$ cat src/rtl/block_packer_pkg.sv
// Shared definitions for the byte-to-block packer: FSM encoding, default geometry and padding.
// Defining BLOCK_PACKER_PKCS7_EN switches the pad byte from 0x00 to PKCS#7.
package block_packer_pkg;

  localparam int unsigned DefWidth      = 8;
  localparam int unsigned DefBlockBytes = 16;

  typedef logic [0:0] state_t;

  localparam state_t StFill = 1'b0;
  localparam state_t StHold = 1'b1;

`ifdef BLOCK_PACKER_PKCS7_EN
  localparam bit Pkcs7En = 1'b1;
`else
  localparam bit Pkcs7En = 1'b0;
`endif

  // PKCS#7 pads with the number of missing bytes; the plain variant pads with zero.
  function automatic int unsigned pad_value(input int unsigned block_bytes,
                                            input int unsigned count);
    return Pkcs7En ? (block_bytes - count) : 0;
  endfunction

endpackage

$ cat src/rtl/block_packer_if.sv
// Bundle of FIFO read port, flush request and block output handshake around block_packer.
// The master modport is the packer side; the slave modport is the surrounding datapath.
interface block_packer_if #(
  parameter int unsigned WIDTH       = block_packer_pkg::DefWidth,
  parameter int unsigned BLOCK_BYTES = block_packer_pkg::DefBlockBytes,
  parameter int unsigned CW          = $clog2(BLOCK_BYTES + 1)
) ();

  logic [WIDTH-1:0]             i_rd_data;
  logic                         i_empty;
  logic                         o_rd_en;
  logic                         i_flush;
  logic [BLOCK_BYTES*WIDTH-1:0] o_block;
  logic                         o_valid;
  logic                         i_ready;
  logic [CW-1:0]                o_count;

  modport master (
    input  i_rd_data,
    input  i_empty,
    input  i_flush,
    input  i_ready,
    output o_rd_en,
    output o_block,
    output o_valid,
    output o_count
  );

  modport slave (
    output i_rd_data,
    output i_empty,
    output i_flush,
    output i_ready,
    input  o_rd_en,
    input  o_block,
    input  o_valid,
    input  o_count
  );

endinterface

$ cat src/rtl/block_pad_gen.sv
// Combinational pad generator: marks lanes count..BLOCK_BYTES-1 and fills them with the pad byte.
// Lane 0 is the most significant byte of the block.
module block_pad_gen
  import block_packer_pkg::*;
#(
  parameter int unsigned WIDTH       = DefWidth,
  parameter int unsigned BLOCK_BYTES = DefBlockBytes,
  parameter int unsigned CW          = $clog2(BLOCK_BYTES + 1)
) (
  input  logic [CW-1:0]                count_i,
  output logic [BLOCK_BYTES*WIDTH-1:0] pad_mask_o,
  output logic [BLOCK_BYTES*WIDTH-1:0] pad_data_o
);

  logic [WIDTH-1:0] pad_byte;

  assign pad_byte = WIDTH'(pad_value(BLOCK_BYTES, 32'(count_i)));

  always_comb begin
    pad_mask_o = '0;
    pad_data_o = '0;
    for (int unsigned i = 0; i < BLOCK_BYTES; i++) begin
      if (i >= 32'(count_i)) begin
        pad_mask_o[(BLOCK_BYTES-1-i)*WIDTH +: WIDTH] = '1;
        pad_data_o[(BLOCK_BYTES-1-i)*WIDTH +: WIDTH] = pad_byte;
      end
    end
  end

endmodule

$ cat src/rtl/block_packer.sv
// Pops bytes from the upstream FIFO, packs BLOCK_BYTES of them MSB-lane first and hands the block
// downstream over valid/ready. A flush closes a partial block; BLOCK_PACKER_PKCS7_EN picks padding.
module block_packer
  import block_packer_pkg::*;
#(
  parameter int unsigned WIDTH       = DefWidth,
  parameter int unsigned BLOCK_BYTES = DefBlockBytes,
  parameter int unsigned CW          = $clog2(BLOCK_BYTES + 1)
) (
  input logic            i_clk,
  input logic            i_rst_n,
  block_packer_if.master bus
);

  localparam int unsigned   BlockW    = BLOCK_BYTES * WIDTH;
  localparam logic [CW-1:0] FullCount = CW'(BLOCK_BYTES);

  state_t            state_q, state_d;
  logic [CW-1:0]     count_q, count_d;
  logic              inflight_q;
  logic              flush_pend_q, flush_pend_d;
  logic [BlockW-1:0] block_q, block_d;
  logic [BlockW-1:0] pad_mask, pad_data;
  logic [CW:0]       reserved;
  logic              rd_en;
  int unsigned       lane;

  // Bytes already captured plus the one still in flight from the FIFO.
  assign reserved = {1'b0, count_q} + (CW+1)'(inflight_q);

  assign rd_en = i_rst_n && (state_q == StFill) && !bus.i_empty && !flush_pend_q &&
                 (reserved < {1'b0, FullCount});

  block_pad_gen #(
    .WIDTH       (WIDTH),
    .BLOCK_BYTES (BLOCK_BYTES),
    .CW          (CW)
  ) u_pad_gen (
    .count_i    (count_q),
    .pad_mask_o (pad_mask),
    .pad_data_o (pad_data)
  );

  always_comb begin
    state_d      = state_q;
    count_d      = count_q;
    block_d      = block_q;
    flush_pend_d = flush_pend_q | bus.i_flush;
    lane         = BLOCK_BYTES - 1 - 32'(count_q);
    unique case (state_q)
      StFill: begin
        if (inflight_q) begin
          block_d[lane*WIDTH +: WIDTH] = bus.i_rd_data;
          count_d = count_q + CW'(1);
          if (count_d == FullCount) begin
            state_d = StHold;
          end
        end else if (flush_pend_q) begin
          // A pulse landing on the consuming edge merges into this flush.
          flush_pend_d = 1'b0;
          if ((count_q != '0) || Pkcs7En) begin
            block_d = (block_q & ~pad_mask) | pad_data;
            count_d = FullCount;
            state_d = StHold;
          end
        end
      end
      StHold: begin
        if (bus.i_ready) begin
          count_d = '0;
          block_d = '0;
          state_d = StFill;
        end
      end
      default: state_d = StFill;
    endcase
  end

  always_ff @(posedge i_clk or negedge i_rst_n) begin
    if (!i_rst_n) begin
      state_q      <= StFill;
      count_q      <= '0;
      inflight_q   <= 1'b0;
      flush_pend_q <= 1'b0;
      block_q      <= '0;
    end else begin
      state_q      <= state_d;
      count_q      <= count_d;
      inflight_q   <= rd_en;
      flush_pend_q <= flush_pend_d;
      block_q      <= block_d;
    end
  end

  assign bus.o_rd_en = rd_en;
  assign bus.o_valid = (state_q == StHold);
  assign bus.o_block = block_q;
  assign bus.o_count = count_q;

endmodule

$ cat src/flat_wrapper.sv
// flat-port wrapper written by rule: the top's interface ports become plain ports
module block_packer_flat import block_packer_pkg::*;
#(
  parameter int unsigned WIDTH       = DefWidth,
  parameter int unsigned BLOCK_BYTES = DefBlockBytes,
  parameter int unsigned CW          = $clog2(BLOCK_BYTES + 1)
)
  (i_clk, i_rst_n, bus_i_rd_data, bus_i_empty, bus_i_flush, bus_i_ready, bus_o_rd_en, bus_o_block, bus_o_valid, bus_o_count);
  block_packer_if #(.WIDTH(WIDTH), .BLOCK_BYTES(BLOCK_BYTES), .CW(CW)) bus_i ();
  input logic i_clk;
  input logic i_rst_n;
  input wire logic [$bits(bus_i.i_rd_data)-1:0] bus_i_rd_data;
  input wire logic [$bits(bus_i.i_empty)-1:0] bus_i_empty;
  input wire logic [$bits(bus_i.i_flush)-1:0] bus_i_flush;
  input wire logic [$bits(bus_i.i_ready)-1:0] bus_i_ready;
  output wire logic [$bits(bus_i.o_rd_en)-1:0] bus_o_rd_en;
  output wire logic [$bits(bus_i.o_block)-1:0] bus_o_block;
  output wire logic [$bits(bus_i.o_valid)-1:0] bus_o_valid;
  output wire logic [$bits(bus_i.o_count)-1:0] bus_o_count;
  assign bus_i.i_rd_data = bus_i_rd_data;
  assign bus_i.i_empty = bus_i_empty;
  assign bus_i.i_flush = bus_i_flush;
  assign bus_i.i_ready = bus_i_ready;
  assign bus_o_rd_en = bus_i.o_rd_en;
  assign bus_o_block = bus_i.o_block;
  assign bus_o_valid = bus_i.o_valid;
  assign bus_o_count = bus_i.o_count;
  block_packer #(.WIDTH(WIDTH), .BLOCK_BYTES(BLOCK_BYTES), .CW(CW)) u_core (.i_clk(i_clk), .i_rst_n(i_rst_n), .bus(bus_i));
endmodule
$ cat config.mk
export PLATFORM = sky130hd
export DESIGN_NAME = block_packer_flat
export DESIGN_NICKNAME = d
export VERILOG_FILES = /design/src/rtl/block_packer_pkg.sv /design/src/rtl/block_packer_if.sv /design/src/rtl/block_pad_gen.sv /design/src/rtl/block_packer.sv /design/src/flat_wrapper.sv
export SDC_FILE = /design/constraint.sdc
export NUM_CORES = 1
export LEC_CHECK = 0
export CORE_ASPECT_RATIO = 0.7
export CORE_MARGIN = 4
export CORE_UTILIZATION = 35
export DETAILED_ROUTE_END_ITERATION = 7
export GPL_TIMING_DRIVEN = 1
export PLACE_DENSITY = 0.68
export SETUP_SLACK_MARGIN = 0.02
export SLEW_MARGIN = 20
export SYNTH_ARGS = -nofsm -noshare
export SYNTH_HDL_FRONTEND = slang
export SYNTH_HIERARCHICAL = 1
export SYNTH_SLANG_ARGS = --single-unit
$ cat constraint.sdc
create_clock -name i_clk -period 3.1 [get_ports i_clk]
set_input_delay 0.62 -clock i_clk [delete_from_list [all_inputs] [get_ports i_clk]]
set_output_delay 0.62 -clock i_clk [all_outputs]
set_load 0.03 [all_outputs]
* Yosys cells after proc, flatten, opt, wreduce, memory -nomap -nowiden *
Cells that the tools add are included.
W data, S select, Z words.

storage, ports and cells
  register bits = 136
  input port bits = 13
  output and inout port bits = 135
  word-level logic and storage cells = 80

cells by class
  add/subtract/negate cells = 4
  magnitude comparators = 17
  equality and inequality tests = 4
  shifts and indexed selects = 2
  mux-type cells = 36
  bitwise logic cells = 4
  reductions and logical operators = 8

operator list
  kind                        number
  $mux W128                   4
  $pmux W128 S2               1
  $and A128 B128 Y128         1
  $bwmux W128                 1
  $mux W8                     16
  $not A128 Y128              1
  $shift A8 B34 Y128 const A  1
  $shiftx A8 B34 Y128         1
  $ge A4 B5 Y1 const A        8
  $neg A32 Y34                1
  $ge A3 B5 Y1 const A        4
  $mux W5                     4
  $ge A1 B5 Y1 const A        2
  $ge A2 B5 Y1 const A        2
  $pmux W5 S2                 1
  $mux W1                     8
  $add A5 B1 Y6               1
  $lt A6 B5 Y1 const B        1
  $sub A4 B5 Y6 const A       1
  $add A5 B1 Y5 const B       1
  $eq A5 B5 Y1 const B        1
  $reduce_bool A5 Y1          1
  $logic_and A1 B1 Y1         4
  $ne A3 B1 Y1 const B        1
  7 further kinds             8

* Depth between registers and ports, before layout *
  depth in word-level cells = 8
  mapped depth = 13
  mapped depth without buffers = 10

* Hierarchy *
Netlist, hierarchy kept.

modules (own cells, without submodules)
  module         instances  cells each  area an instance (sq um)
  block_packer   1          929         8,092.8
  block_pad_gen  1          266         1,995.7

* Worst setup path before layout *
OpenSTA, ideal clock, no wires.

  path type = flip-flop to flip-flop
  from = register u_core.count_q[0], in the netlist u_core/bus.o_count[0]
  to = register u_core.block_q[33], in the netlist u_core/bus.o_block[33]
  setup time = 0.126 ns
  arrival time = 3.382 ns
  setup slack = -0.408 ns
  cell stages (with the launch flop) = 11
  period minus slack after synthesis = 3.508 ns
  path through = dfrtp_1 -> ha_1 -> buf_2 -> nand2b_1 -> or2_2 -> ha_1 -> nor4bb_1 -> a41oi_1 -> or3_1 -> buf_2 -> a221o_1

on the way
  word-level cells in the longest chain between the ends = 8
  elaborated cells on any way between the ends = 16

RTL lines
  element                                               RTL line            text
  start: declaration                                    block_packer.sv:19  logic [CW-1:0] count_q, count_d;
  start signal: assignment                              block_packer.sv:88  count_q <= count_d;
  branches (longest 8 deep; another with $neg A32 Y34)  n/a
  end signal: assignment                                block_packer.sv:91  block_q <= block_d;
  end: declaration                                      block_packer.sv:22  logic [BlockW-1:0] block_q, block_d;

Several ways; the timed one is not identified. The select of a mux whose other input is x is not followed.
A chain may end at the register's enable or synchronous reset.

* Final worst setup path *
  from = register u_core.count_q[0], in the netlist u_core/bus.o_count[0]
  to = register u_core.block_q[38], in the netlist u_core/bus.o_block[38]

Same word-level chain as after synthesis.

==> run summary <==
Initial Util: 35.9%
CP endpoint kind: flop
Pwr per Cell Area: 1180 nW/um^2
Final slew viol count: 0
Place WS: 116 ps
Final nets: 1,247
Top cells by area, synth: dfrtp_1 34%, buf_4 18%, o21ai_0 10%
Post-synthesis sequential area ratio: 33.7%
GRT Util Overall: 20.1%
Part of the power in registers: 22.9%
# fillers: 2,779
Synth warn: 6
Mux share of post-synthesis cell area: 0.298%
Critical Path RT: 3470 ps
Synthesized instance count: 1,195
Mapped Avg Cell Area: 8.44 um^2
Most frequent cells in the layout: 202 x o21ai_0, 145 x clkdlybuf4s50_1, 132 x dfrtp_1
Leading cell type in the layout, fill and taps excluded: o21ai_0
Pwr Total: 13,600 uW
Hold Buf Count CTS: 0
Via density per instance: 5.41
Worst slew pin tran: 1080 ps
Number of flops mapped to enable cells by yosys: 0
Vias: 8,701
Final WL: 31,900 um
Synth top area share: 33.7%
Critical path arrival: 3310 ps
Port-buffer cells: 147
Mapped cell area: 10,100 um^2
Clock power share: 16.6%
Largest family of logic cells by synthesized area: compound AO/OA/AOI/OAI gates
Area leader, netlist: dfrtp_1
Setup bufs post-CTS: 0
Via count of the first global-routing pass: 8,304
WHS: 422 ps
CTS buffer count: 17
Layout Utilization: 41.0%
Setup-failing EPs final: 0
Distinct cells, synth: 77
Number of synthesized register bits: 136
Synth Area in Compound Gates: 30.2%
CTS clk-pin slew, worst paths: 60 ps
Post-Synth XOR/XNOR Area: 0.174%
IO Pins: 148
Die Height: 150 um
GPL Wtd Cong: 0.953
Internal: 7160 uW
Tcrit/Tclk final: 94.9%
Critical path peak fanout: 5
Outcome: completed
Adder-cell share of the synthesized area: 1.24%
Final ANT Viol Nets: 0
Max Clk Rate: 0.340 GHz
N_diodes: 0
CTS Buffer Depth: 2
Final worst slack: 158 ps
Chip Width: 211 um
Max_slew headroom: 27.5%
Skew final: 8.71 ps
RSZ-0062 raised after global routing: yes
Final worst path period need: 2940 ps
# DRC: 0
Hold Crit Class: primary input to async pin
Async SR Flop Fraction: 100%
Drt pass-1 iters: 6
CP Class: flop to flop
Logic gate share of total power: 60.5%
Most common flop cell mapped by yosys: dfrtp_1
Final setup TNS: 0 ps
Antenna violations before repair: 0
Psw: 6410 uW
Rows: 51
Max-Cap Viols: 0
DR iter-0 viols: 849
Total gr overflow: 0
Area Overhead vs Synth: 14.2%
Post-Synth Simple-Gate Area: 11.7%
Post-DP HPWL: 22,500 um
Global-route wire length before repair: 49,600 um
Clock Latency Late Sink: 430 ps
Switching share of total power: 47.2%
Ratio of cells with drive above 1 in the final layout: 11.8%
Core box area: 28,100 um^2
CTS tree: built
CP Launch Type: flop
Worst vdd ir: 0.634 mV
Wire length per cell: 19.8 um
Pin count of the biggest net entering global routing: 74
CTS Sinks: 136
Htree depth: 4
Static Leakage: 0.00475 uW
Final Hold Vio Count: 0
Die area: 31,600 um^2
Root buf cell: clkbuf_16
## final timing paths
| check | depth (start not counted) | endpoint | slack, ps | from |
|---|---|---|---|---|
| worst max-delay path | 8 | u_core/bus.o_block[38]$_DFFE_PN0P_ | 160 | u_core/bus.o_count[0]$_DFFE_PN0P_ |
| worst min-delay path | 2 | u_core/bus.o_block[20]$_DFFE_PN0P_ | 420 | i_rst_n |
| worst max register to register | 8 | u_core/bus.o_block[38]$_DFFE_PN0P_ | 160 | u_core/bus.o_count[0]$_DFFE_PN0P_ |
| worst min register to register | 2 | u_core/bus.o_block[99]$_DFFE_PN0P_ | 500 | u_core/bus.o_block[99]$_DFFE_PN0P_ |
| max in group asynchronous | 3 | u_core/bus.o_count[2]$_DFFE_PN0P_ | 1160 | i_rst_n |
| min in group i_clk | 2 | u_core/bus.o_block[99]$_DFFE_PN0P_ | 500 | u_core/bus.o_block[99]$_DFFE_PN0P_ |
## area by class of cell
class,count,area [um^2],area share (%)
clock buffer,21,480,4.17
clock inverter,11,169,1.47
inverter,18,67.6,0.586
multi-input combinational,842,4960,43.0
sequential,136,3410,29.6
tap,371,464,4.03
timing repair buffer,209,1970,17.1
## timing repair
action                                  CTS  global route
endpoints found under the setup margin    0            18
hold endpoints to repair                  0             0
gates resized for setup                   0             5
## Yosys cell counts (3+ instances only)
library cell / number
o21ai_1: 39
and3_1: 9
nor2_1: 108
a2111oi_2: 3
buf_1: 9
a21oi_2: 3
nand3_1: 16
a221oi_4: 3
a21oi_1: 31
or2_2: 3
a22oi_1: 81
a32o_1: 3
nand2_1: 24
a41oi_1: 4
and2_1: 5
a2bb2oi_1: 7
dfrtp_1: 136
ha_1: 10
nand4_1: 6
nor3_1: 19
o21ai_0: 202
mux2i_1: 3
nor2b_1: 6
a221o_1: 4
buf_6: 8
a211oi_2: 3
buf_2: 15
nor4_1: 3
inv_1: 18
a22o_1: 33
buf_4: 243
a31oi_1: 7
o31ai_1: 14
nand2b_1: 4
o31ai_2: 4
clkbuf_1: 49
a211o_1: 5
or2_0: 4
nor4b_1: 3
## logic make-up (layout without fill, tap and decap cells)
logic type / Yosys count / count (layout)
compound gates: 464 / 464
xor+xnor: 2 / 2
fa+ha+maj: 10 / 10
buf+inv: 344 / 259
flops: 136 / 136
mux: 3 / 3
other cells: 1 / 128
simple gates: 235 / 235
## power groups by stage
stage          clock network [uW]  registers (uW)  logic (uW)
3_3_place_gp                    0            3130        7970
6_report                     2250            3110        8220
5_1_grt                      2380            3220        8850
4_1_cts                      2290            3120        8170
2_1_floorplan                   0            4390        4940
3_5_place_dp                    0            3130        8140
## registers in the layout (all words and copies together) (netlist names)
register             cells
u_core/bus.o_count       5
u_core/flush_pend_q      1
u_core/bus.o_block     128
u_core/inflight_q        1
u_core/bus.o_valid       1
## metal layers
layer | track usage, % | part of all wire, % | up-vias
li1 | - | - | 4004
met1 | 30.0 | 47 | 4235
met2 | 28.7 | 42 | 421
met3 | 5.64 | 9.5 | 41
met4 | 5.02 | 1.6 | 0
met5 | 0 | 0 | -
## stage by stage
stage	cells	instance area, um^2
after global routing	1608	11500
after CTS	1608	11500
final	1608	11500
after detailed placement	1576	10800
after global placement	1576	10800
after floorplan	1322	10600
## worst max-delay path, stage by stage, from the launching register on
cell      delay, ps
dfrtp_2         390
inv_1            90
nor3_2          400
nand2_1         110
ha_1            360
nor4bb_2        410
nand4_1         270
nor4b_1         590
a221o_1         250
Note: power is estimated with default switching activity, not from simulation.
